**src/rtl/uart_tx_fifo.sv**
```systemverilog
// Buffered 8N1 UART transmitter: byte FIFO on a valid/ready handshake feeding
// an LSB-first serialiser; frames go out back-to-back while data is buffered.
module uart_tx_fifo #(
  parameter int DELAY_FRAMES    = 234,
  parameter int FIFO_DEPTH_LOG2 = 4
) (
  input  logic                       clk_i,
  input  logic                       reset_ni,
  input  logic [7:0]                 data_i,
  input  logic                       valid_i,
  output logic                       ready_o,
  output logic                       uart_tx_o,
  output logic                       busy_o,
  output logic [FIFO_DEPTH_LOG2:0]   fifo_count_o
);

  localparam int DEPTH = 1 << FIFO_DEPTH_LOG2;
  localparam int CW    = $clog2(DELAY_FRAMES + 1);
  localparam int NW    = FIFO_DEPTH_LOG2 + 1;
  localparam logic [CW-1:0] LAST = CW'(DELAY_FRAMES);
  localparam logic [NW-1:0] FULL = NW'(DEPTH);

  typedef enum logic [1:0] {IDLE, START, DATA, STOP} state_t;

  state_t                     state_q, state_d;
  logic [CW-1:0]              cnt_q, cnt_d;
  logic [2:0]                 idx_q, idx_d;
  logic [7:0]                 shift_q, shift_d;
  logic                       tx_q, tx_d;
  logic [7:0]                 mem_q [DEPTH];
  logic [FIFO_DEPTH_LOG2-1:0] wr_ptr_q, rd_ptr_q;
  logic [NW-1:0]              count_q, count_d;
  logic                       push, pop, bit_end, have_data;

  assign ready_o      = (count_q != FULL);
  assign push         = valid_i && ready_o;
  assign have_data    = (count_q != '0);
  assign bit_end      = (cnt_q == LAST);
  assign uart_tx_o    = tx_q;
  assign busy_o       = (state_q != IDLE);
  assign fifo_count_o = count_q;

  always_comb begin
    state_d = state_q;
    cnt_d   = cnt_q;
    idx_d   = idx_q;
    shift_d = shift_q;
    tx_d    = tx_q;
    pop     = 1'b0;
    unique case (state_q)
      IDLE: begin
        if (have_data) begin
          pop     = 1'b1;
          shift_d = mem_q[rd_ptr_q];
          tx_d    = 1'b0;
          cnt_d   = CW'(1);
          state_d = START;
        end
      end
      START: begin
        if (bit_end) begin
          state_d = DATA;
          tx_d    = shift_q[0];
          cnt_d   = CW'(1);
          idx_d   = '0;
        end else begin
          cnt_d = cnt_q + CW'(1);
        end
      end
      DATA: begin
        if (bit_end) begin
          cnt_d = CW'(1);
          if (idx_q == 3'd7) begin
            state_d = STOP;
            tx_d    = 1'b1;
          end else begin
            idx_d = idx_q + 3'd1;
            tx_d  = shift_q[idx_q + 3'd1];
          end
        end else begin
          cnt_d = cnt_q + CW'(1);
        end
      end
      STOP: begin
        if (bit_end) begin
          cnt_d = CW'(1);
          // Chain straight into the next start bit so frames have no idle gap.
          if (have_data) begin
            pop     = 1'b1;
            shift_d = mem_q[rd_ptr_q];
            tx_d    = 1'b0;
            state_d = START;
          end else begin
            state_d = IDLE;
          end
        end else begin
          cnt_d = cnt_q + CW'(1);
        end
      end
      default: state_d = IDLE;
    endcase
  end

  always_comb begin
    count_d = count_q;
    if (push && !pop)      count_d = count_q + NW'(1);
    else if (pop && !push) count_d = count_q - NW'(1);
  end

  always_ff @(posedge clk_i) begin
    if (!reset_ni) begin
      state_q  <= IDLE;
      cnt_q    <= '0;
      idx_q    <= '0;
      shift_q  <= '0;
      tx_q     <= 1'b1;
      wr_ptr_q <= '0;
      rd_ptr_q <= '0;
      count_q  <= '0;
    end else begin
      state_q <= state_d;
      cnt_q   <= cnt_d;
      idx_q   <= idx_d;
      shift_q <= shift_d;
      tx_q    <= tx_d;
      count_q <= count_d;
      if (push) wr_ptr_q <= wr_ptr_q + 1'b1;
      if (pop)  rd_ptr_q <= rd_ptr_q + 1'b1;
    end
  end

  always_ff @(posedge clk_i) begin
    if (push) mem_q[wr_ptr_q] <= data_i;
  end

endmodule

```
**config.mk**
```make
export PLATFORM = sky130hd
export DESIGN_NAME = uart_tx_fifo
export DESIGN_NICKNAME = d
export VERILOG_FILES = /design/src/rtl/uart_tx_fifo.sv
export SDC_FILE = /design/constraint.sdc
export NUM_CORES = 1
export LEC_CHECK = 0
export ABC_AREA = 1
export CAP_MARGIN = 25
export CORE_MARGIN = 4
export CORE_UTILIZATION = 62
export DETAILED_ROUTE_END_ITERATION = 10
export GPL_TIMING_DRIVEN = 1
export PLACE_DENSITY_LB_ADDON = 0.25
export SLEW_MARGIN = 20
export SYNTH_ARGS = -nofsm -noshare
export SYNTH_HDL_FRONTEND = slang
export SYNTH_SLANG_ARGS = --single-unit
```
**constraint.sdc**
```tcl
create_clock -name clk_i -period 2.8 [get_ports clk_i]
set_clock_uncertainty 0.05 [all_clocks]
set_input_delay 0.42 -clock clk_i [delete_from_list [all_inputs] [get_ports clk_i]]
set_output_delay 0.42 -clock clk_i [all_outputs]
set_load 0.01 [all_outputs]
```
==> insert_results.sql, run 1 <==
INSERT INTO impl_metrics (metric_group, metric, value, unit) VALUES
('status', 'status', 'completed', ''),
('timing', 'finalCriticalPeriod', '2.59', 'ns'),
('logic_synthesis', 'synth.top_cells.by_area', 'sky130_fd_sc_hd__edfxtp_1, sky130_fd_sc_hd__nand2_1, sky130_fd_sc_hd__dfxtp_1', ''),
('finish', 'final_nets', '862', ''),
('detailed_routing', 'first_iter_violations', '492', ''),
('pwr', 'total_switching_power', '0.00256', 'W'),
('detailed_routing', 'detail_route.drc_violations', '0', ''),
('floorplanning', 'placementRows', '39', ''),
('timing', 'report.final.setup_viol', '0', ''),
('timing', 'final_max_slew_viol_count', '0', ''),
('place', 'pre_cts_slack', '-0.0189', 'ns'),
('place', 'gp_routability_congestion', '0.879', ''),
('logic_synthesis', 'synth_top_family_by_area', 'simple AND/OR/NAND/NOR gates', ''),
('logic_synthesis', 'synthesis.nets', '829', ''),
('global_routing', 'first_global_vias', '5221', ''),
('pwr', 'leakagePower', '3.63', 'nW'),
('finish', 'antennaDiodeCount', '0', ''),
('logic_synthesis', 'syn-cell-area', '7470', 'sq um'),
('logic_synthesis', 'fraction_of_the_mapped_netlist_area_in_compound_gates', '0.0317', ''),
('timing', 'tightestPinTransition', '0.915', 'ns'),
('finish', 'ff_latch_area', '4630', 'sq um'),
('flow_run', 'timing.max_cap.violations', '0', ''),
('pwr', 'vdd.ir_drop.worst', '0.637', 'mV'),
('logic_synthesis', 'synth_sequential_area_ratio', '0.619', ''),
('global_routing', 'antenna_violations_before_repair', '0', ''),
('logic_synthesis', 'synth-seq-cells', '167', ''),
('timing', 'timing.final.crit_share', '0.925', ''),
('min_path', 'hold_path.class', 'reg2reg', ''),
('timing', 'rsz0062_at_grt', 'no', ''),
('timing', 'max-slew-margin-rel', '0.389', ''),
('timing', 'layout_setup_ws', '0.209', 'ns'),
('logic_synthesis', 'yosys-mux-area-fraction', '0', ''),
('floorplanning', 'fp.coreArea', '11600', 'sq um'),
('clock_tree', 'ctsHtreeMaxLevel', '4', ''),
('logic_synthesis', 'synthesis.yosys.warnings', '0', ''),
('logic_synthesis', 'post_synth_xor_area_fraction', '0.00821', ''),
('logic_synthesis', 'yosysUniqueCellTypes', '28', ''),
('detailed_routing', 'wl_met1', '6530', 'um'),
('detailed_routing', 'met3_wirelength', '847', 'um'),
('global_routing', 'pin_count_of_the_biggest_net_entering_global_routing', '43', ''),
('floorplanning', 'die_width', '118', 'um'),
('clock_tree', 'clock_tree.root_cell', 'sky130_fd_sc_hd__clkbuf_16', ''),
('worst_setup_path', 'reg2reg_setup_slack', '0.21', 'ns'),
('clock_tree', 'worst_setup_hold_path_clk_slew', '0.06', 'ns'),
('clock_tree', 'cts_tree', 'built', ''),
('pwr', 'comb_power_share', '0.289', ''),
('logic_synthesis', 'synth.top_cell.area_share', '0.515', ''),
('worst_setup_path', 'worst_setup_path_start_kind', 'register', ''),
('clock_tree', 'cts_buffer_depth', '2', ''),
('worst_setup_path', 'critical_path.endpoint_type', 'register', ''),
('place', 'dp_hpwl', '10300', 'um'),
('logic_synthesis', 'mapped_avg_cell_area', '9.35', 'sq um'),
('detailed_routing', 'dr.max_layer_used', 'met4', ''),
('clock_tree', 'clock_sink_count', '167', ''),
('detailed_routing', 'routed_wirelength', '16000', 'um'),
('pwr', 'cell_internal_pwr', '0.00499', 'W'),
('finish', 'fillCellCount', '819', ''),
('pwr', 'power', '0.00756', 'W'),
('detailed_routing', 'drt-pass1-iter-count', '5', ''),
('detailed_routing', 'route.detailed.vias_per_inst', '5.45', ''),
('worst_setup_path', 'crit_fanout', '6', ''),
('finish', 'area_growth', '14.2', '%'),
('pwr', 'switching_share', '0.339', ''),
('worst_setup_path', 'criticalPathCategory', 'reg2reg', ''),
('finish', 'layout-drive-gt1-share', '0.0852', ''),
('floorplanning', 'effective_utilization_at_floorplan', '0.643', ''),
('logic_synthesis', 'synthesis.instances', '799', ''),
('clock_tree', 'cts_inserted_buffers', '17', ''),
('finish', 'post-route-util', '0.734', ''),
('detailed_routing', 'ant_nets', '0', ''),
('pwr', 'pwr-share-clk', '0.313', '');
==> power groups by stage <==
stage	logic (W)	clock network [W]	registers, W
finish	0.00218	0.00237	0.00301
global route	0.00247	0.00250	0.00303
global placement	0.00202	0	0.00304
floorplan	0.00156	0	0.00300
CTS	0.00213	0.00239	0.00300
detailed placement	0.00209	0	0.00305
==> worst max-delay path: stages, from the launching register on <==
cell,delay [ns]
sky130_fd_sc_hd__dfxtp_2,0.37
sky130_fd_sc_hd__inv_1,0.10
sky130_fd_sc_hd__ha_1,0.30
sky130_fd_sc_hd__inv_1,0.06
sky130_fd_sc_hd__nand2_2,0.11
sky130_fd_sc_hd__inv_2,0.08
sky130_fd_sc_hd__nand2_2,0.10
sky130_fd_sc_hd__ha_2,0.20
sky130_fd_sc_hd__inv_2,0.06
sky130_fd_sc_hd__fa_1,0.41
sky130_fd_sc_hd__nand2_1,0.08
sky130_fd_sc_hd__nand2_1,0.06
sky130_fd_sc_hd__a21oi_2,0.14
sky130_fd_sc_hd__xor2_1,0.20
sky130_fd_sc_hd__nand2_1,0.07
sky130_fd_sc_hd__a21oi_1,0.12
==> path summary, 6_finish.rpt <==
| kind | start | to | cells after the start |
|---|---|---|---|
| worst min-delay path | uart_tx_o$_SDFFE_PN1P_ | uart_tx_o$_SDFFE_PN1P_ | 2 |
| worst max register to register | state_q[0]$_SDFFE_PN0P_ | fifo_count_o[4]$_SDFFE_PN0P_ | 15 |
| worst max-delay path | state_q[0]$_SDFFE_PN0P_ | fifo_count_o[4]$_SDFFE_PN0P_ | 15 |
| worst min register to register | uart_tx_o$_SDFFE_PN1P_ | uart_tx_o$_SDFFE_PN1P_ | 2 |
==> cell usage in the layout, fill, tap and decap left out, drive strengths merged, types with 2 or more instances in the layout <==
cell type	instances
a21oi	19
buf	24
clkbuf	22
clkdlybuf4s50	18
clkinv	5
dfxtp	39
edfxtp	128
ha	18
inv	115
nand2	229
nand3	113
nand3b	2
nor2	73
nor3	4
o21ai	24
xor2	6
==> area by class of cell <==
cell class | instances | area share
Sequential cell | 167 | 0.543
Inverter | 110 | 0.0484
Multi-Input combinational cell | 494 | 0.273
Timing Repair Buffer | 42 | 0.0423
Tap cell | 143 | 0.0210
Clock inverter | 10 | 0.00851
Clock buffer | 22 | 0.0646
==> sequential cells by signal, indices dropped and copies added (netlist names), named ones only <==
signal	cells
cnt_q	8
fifo_count_o	5
idx_q	3
mem_q	128
rd_ptr_q	4
shift_q	8
state_q	2
uart_tx_o	1
wr_ptr_q	4
==> through the flow <==
stage	instances	hold WS, ns
6_report	988	0.430
5_1_grt	988	0.456
4_1_cts	988	0.428
3_5_place_dp	956	0.413
3_3_place_gp	956	0.403
2_1_floorplan	799	0.398
==> cells by family after synthesis <==
family / after synthesis
DFF: 167
and+or+nand+nor: 424
xor gates and xnor gates: 7
adders and majority gates: 19
AOI/OAI and AO/OA: 44
buffers and inverters: 138
==> routing by layer <==
metal | vias to the layer above | GRT usage
met5 | - | 0
met4 | 0 | 0.103
met3 | 45 | 0.0432
met2 | 173 | 0.400
met1 | 2508 | 0.312
li1 | 2657 | -
==> cells in the mapped netlist <==
master	instances
sky130_fd_sc_hd__a21oi_1	18
sky130_fd_sc_hd__a21oi_4	1
sky130_fd_sc_hd__and3_1	1
sky130_fd_sc_hd__buf_1	1
sky130_fd_sc_hd__buf_2	12
sky130_fd_sc_hd__buf_6	1
sky130_fd_sc_hd__clkbuf_1	14
sky130_fd_sc_hd__dfxtp_1	39
sky130_fd_sc_hd__edfxtp_1	128
sky130_fd_sc_hd__fa_1	1
sky130_fd_sc_hd__ha_1	18
sky130_fd_sc_hd__inv_1	109
sky130_fd_sc_hd__inv_2	1
sky130_fd_sc_hd__nand2_1	228
sky130_fd_sc_hd__nand2_2	1
sky130_fd_sc_hd__nand3_1	113
sky130_fd_sc_hd__nand3b_1	2
sky130_fd_sc_hd__nand4_1	1
sky130_fd_sc_hd__nor2_1	73
sky130_fd_sc_hd__nor3_1	3
sky130_fd_sc_hd__nor3_2	1
sky130_fd_sc_hd__o21ai_0	22
sky130_fd_sc_hd__o21ai_1	1
sky130_fd_sc_hd__o21ai_2	1
sky130_fd_sc_hd__o22ai_1	1
sky130_fd_sc_hd__or2_2	1
sky130_fd_sc_hd__xnor2_1	1
sky130_fd_sc_hd__xor2_1	6
==> what timing repair did <==
item                                    in CTS  in global routing
endpoints found under the setup margin       1                  2
gates resized for setup                      1                  9
cloned                                       0                  0
hold endpoints to repair                     0                  0
setup buffers                                0                  0
Power figures use the tool's default switching activity.
==> run 2, diff against run 1 <==
- CORE_UTILIZATION: 62 -> 64
- CTS_BUF_LIST: default -> sky130_fd_sc_hd__clkbuf_4 sky130_fd_sc_hd__clkbuf_8
==> insert_results.sql, run 2 (synthesized netlist as in run 1, its figures left out) <==
INSERT INTO impl_metrics (metric_group, metric, value, unit) VALUES
('status', 'status', 'completed', ''),
('pwr', 'seq_power_share', '0.405', ''),
('pwr', 'power.density', '874', 'nW/um^2'),
('finish', 'area_growth', '12.6', '%'),
('place', 'io_buffer_count', '18', ''),
('timing', 'tightestPinTransition', '0.809', 'ns'),
('clock_tree', 'cts_stage_hold_buffer_count', '0', ''),
('worst_setup_path', 'worst-r2r-cell-count', '15', ''),
('global_routing', 'grt_remaining_overflow', '0', ''),
('clock_tree', 'cts_inserted_buffers', '17', ''),
('floorplanning', 'effective_utilization_at_floorplan', '0.654', ''),
('clock_tree', 'clock_tree.root_cell', 'sky130_fd_sc_hd__clkbuf_8', ''),
('clock_tree', 'ctsHtreeMaxLevel', '4', ''),
('finish', 'post-route-util', '0.737', ''),
('detailed_routing', 'ant_nets', '0', ''),
('worst_setup_path', 'cp_cell_sequence', 'inv_1, ha_1, inv_1, nand2_1, inv_2, nand2_1, ha_2, inv_2, fa_2, nand2_1, nand2_1, a21oi_1, xor2_1, nand2_1, a21oi_1', ''),
('detailed_routing', 'routed_wirelength', '16700', 'um'),
('pwr', 'pwr-share-clk', '0.284', ''),
('clock_tree', 'clock_sink_count', '167', ''),
('place', 'gp_routability_congestion', '0.871', ''),
('finish', 'final_common_cell', 'sky130_fd_sc_hd__nand2_1', ''),
('pwr', 'power', '0.00735', 'W'),
('floorplanning', 'io_pins', '19', ''),
('worst_setup_path', 'crit_slowest_cell', 'sky130_fd_sc_hd__dfxtp_2', ''),
('finish', 'final_nets', '860', ''),
('detailed_routing', 'wl_per_cell', '16.9', 'um'),
('clock_tree', 'worst_skew_pair.late_latency', '0.46', 'ns'),
('finish', 'largest_reg_flops', '128', ''),
('detailed_routing', 'drt-pass1-iter-count', '7', ''),
('detailed_routing', 'route.detailed.vias_per_inst', '5.56', ''),
('global_routing', 'pin_count_of_the_biggest_net_entering_global_routing', '65', ''),
('worst_setup_path', 'reg2reg_setup_slack', '0.17', 'ns'),
('timing', 'finalCriticalPeriod', '2.63', 'ns'),
('pwr', 'vdd.ir_drop.worst', '0.791', 'mV'),
('clock_tree', 'cts_tree', 'built', ''),
('finish', 'registers.top_by_ff_count', 'mem_q', ''),
('finish', 'layout-drive-gt1-share', '0.0807', ''),
('pwr', 'total_switching_power', '0.00249', 'W'),
('timing', 'rsz0062_at_grt', 'no', ''),
('global_routing', 'antenna_violations_before_repair', '0', ''),
('worst_setup_path', 'path_depth', '15', ''),
('timing', 'achievable-frequency', '0.380', 'GHz'),
('pwr', 'leakagePower', '3.56', 'nW'),
('detailed_routing', 'detailroute.via_count', '5478', ''),
('clock_tree', 'cts_buffer_depth', '2', ''),
('timing', 'max-slew-margin-rel', '0.460', ''),
('place', 'dp_hpwl', '10800', 'um'),
('timing', 'report.final.hold_viol_count', '0', ''),
('floorplanning', 'placementRows', '39', ''),
('worst_setup_path', 'cp_common_cell', 'sky130_fd_sc_hd__nand2_1', ''),
('detailed_routing', 'detail_route.drc_violations', '0', ''),
('worst_setup_path', 'critical_path.max_stage_delay', '0.37', 'ns'),
('worst_setup_path', 'cp_top_family', 'adder cells', ''),
('worst_setup_path', 'regToRegStartpoint', 'state_q[0]$_SDFFE_PN0P_', ''),
('global_routing', 'first_global_vias', '5200', ''),
('finish', 'layout_common_cells', 'sky130_fd_sc_hd__nand2_1, sky130_fd_sc_hd__edfxtp_1, sky130_fd_sc_hd__nand3_1', ''),
('timing', 'setup-tns-final', '0', 'ns'),
('timing', 'report.final.setup_viol', '0', ''),
('timing', 'final_max_slew_viol_count', '0', ''),
('min_path', 'hold_end', 'uart_tx_o$_SDFFE_PN1P_', ''),
('floorplanning', 'die_height', '116', 'um'),
('global_routing', 'grt_util_all_layers', '0.261', ''),
('timing', 'fin_worst_hold_slack', '0.430', 'ns'),
('timing', 'timing.final.crit_share', '0.939', ''),
('pwr', 'switching_share', '0.339', ''),
('worst_setup_path', 'worst-path-buf-inv', '4', ''),
('floorplanning', 'design.die.area', '13500', 'sq um'),
('global_routing', 'grt_pass1_wl', '26100', 'um'),
('worst_setup_path', 'worst_setup_path_start_kind', 'register', ''),
('worst_setup_path', 'criticalPathCategory', 'reg2reg', ''),
('worst_setup_path', 'crit_fanout', '6', ''),
('flow_run', 'timing.max_cap.violations', '0', ''),
('finish', 'biggestRegsByFlops', 'mem_q (128), cnt_q (8), shift_q (8)', ''),
('finish', 'antennaDiodeCount', '0', ''),
('floorplanning', 'die_width', '116', 'um'),
('detailed_routing', 'first_iter_violations', '519', ''),
('min_path', 'timing.hold.worst.start', 'uart_tx_o$_SDFFE_PN1P_', ''),
('floorplanning', 'fp.coreArea', '11400', 'sq um'),
('clock_tree', 'worst_setup_hold_path_clk_slew', '0.08', 'ns'),
('worst_setup_path', 'critical_path_data_arrival_time', '2.96', 'ns'),
('pwr', 'comb_power_share', '0.312', ''),
('pwr', 'cell_internal_pwr', '0.00486', 'W'),
('worst_setup_path', 'worst-endpoint-required', '3.13', 'ns'),
('min_path', 'hold_path.class', 'reg2reg', ''),
('worst_setup_path', 'critical_path.endpoint_type', 'register', ''),
('min_path', 'hold_depth', '2', ''),
('worst_setup_path', 'crit-reg2reg-capture', 'fifo_count_o[4]$_SDFFE_PN0P_', '');
==> run 2: worst max path at each step <==
stage,start,end,slack [ns]
floorplan,state_q[0]$_SDFFE_PN0P_,fifo_count_o[4]$_SDFFE_PN0P_,0.35
global placement,state_q[0]$_SDFFE_PN0P_,fifo_count_o[4]$_SDFFE_PN0P_,0.20
detailed placement,state_q[0]$_SDFFE_PN0P_,fifo_count_o[4]$_SDFFE_PN0P_,0.01
CTS,cnt_q[0]$_SDFFE_PN0P_,fifo_count_o[4]$_SDFFE_PN0P_,0.01
global route,state_q[0]$_SDFFE_PN0P_,fifo_count_o[4]$_SDFFE_PN0P_,0.01
finish,state_q[0]$_SDFFE_PN0P_,fifo_count_o[4]$_SDFFE_PN0P_,0.17
==> run 2: power groups by stage <==
stage	logic, W	clock network, W	registers, W
2_1_floorplan	0.00156	0	0.00300
3_3_place_gp	0.00209	0	0.00301
3_5_place_dp	0.00218	0	0.00302
4_1_cts	0.00220	0.00211	0.00297
5_1_grt	0.00255	0.00222	0.00300
6_report	0.00229	0.00208	0.00297
==> run 2: cell type report <==
cell class              count  area [sq um]
inverters                 110           413
flip-flops and latches    167          4630
fillers                   784          3010
clock buffers              21           289
clock inverters            11           216
well taps                 143           179
repair buffers             40           358
multi-input cells         494          2330
==> run 2: tightest hold or removal path: stages, from the launching register on <==
cell and delay (ns):
sky130_fd_sc_hd__dfxtp_1 0.34, sky130_fd_sc_hd__a21oi_1 0.06, sky130_fd_sc_hd__nand2_1 0.05
==> run 2: metrics by stage <==
step / instance area [sq um] / cells / worst slack, ns
after floorplan: 7470 / 799 / 0.348
after global placement: 7860 / 951 / 0.203
after detailed placement: 7860 / 951 / 0.0150
after CTS: 8360 / 983 / 0.0117
after global routing: 8410 / 986 / 0.0139
final: 8410 / 986 / 0.172
==> run 2: layer usage <==
| layer | share of wire | global-route usage | vias up | wire length (um) |
|---|---|---|---|---|
| li1 | - | - | 2651 | - |
| met1 | 0.39 | 0.339 | 2522 | 6510 |
| met2 | 0.50 | 0.422 | 268 | 8400 |
| met3 | 0.081 | 0.0569 | 37 | 1350 |
| met4 | 0.026 | 0.121 | 0 | 440 |
| met5 | 0 | 0 | - | 0 |
==> run 2: timing repair <==
action / CTS / global route
resized for setup: 1 / 7
setup endpoints to repair: 1 / 4
pin swaps: 0 / 1
buffers inserted: 0 / 3
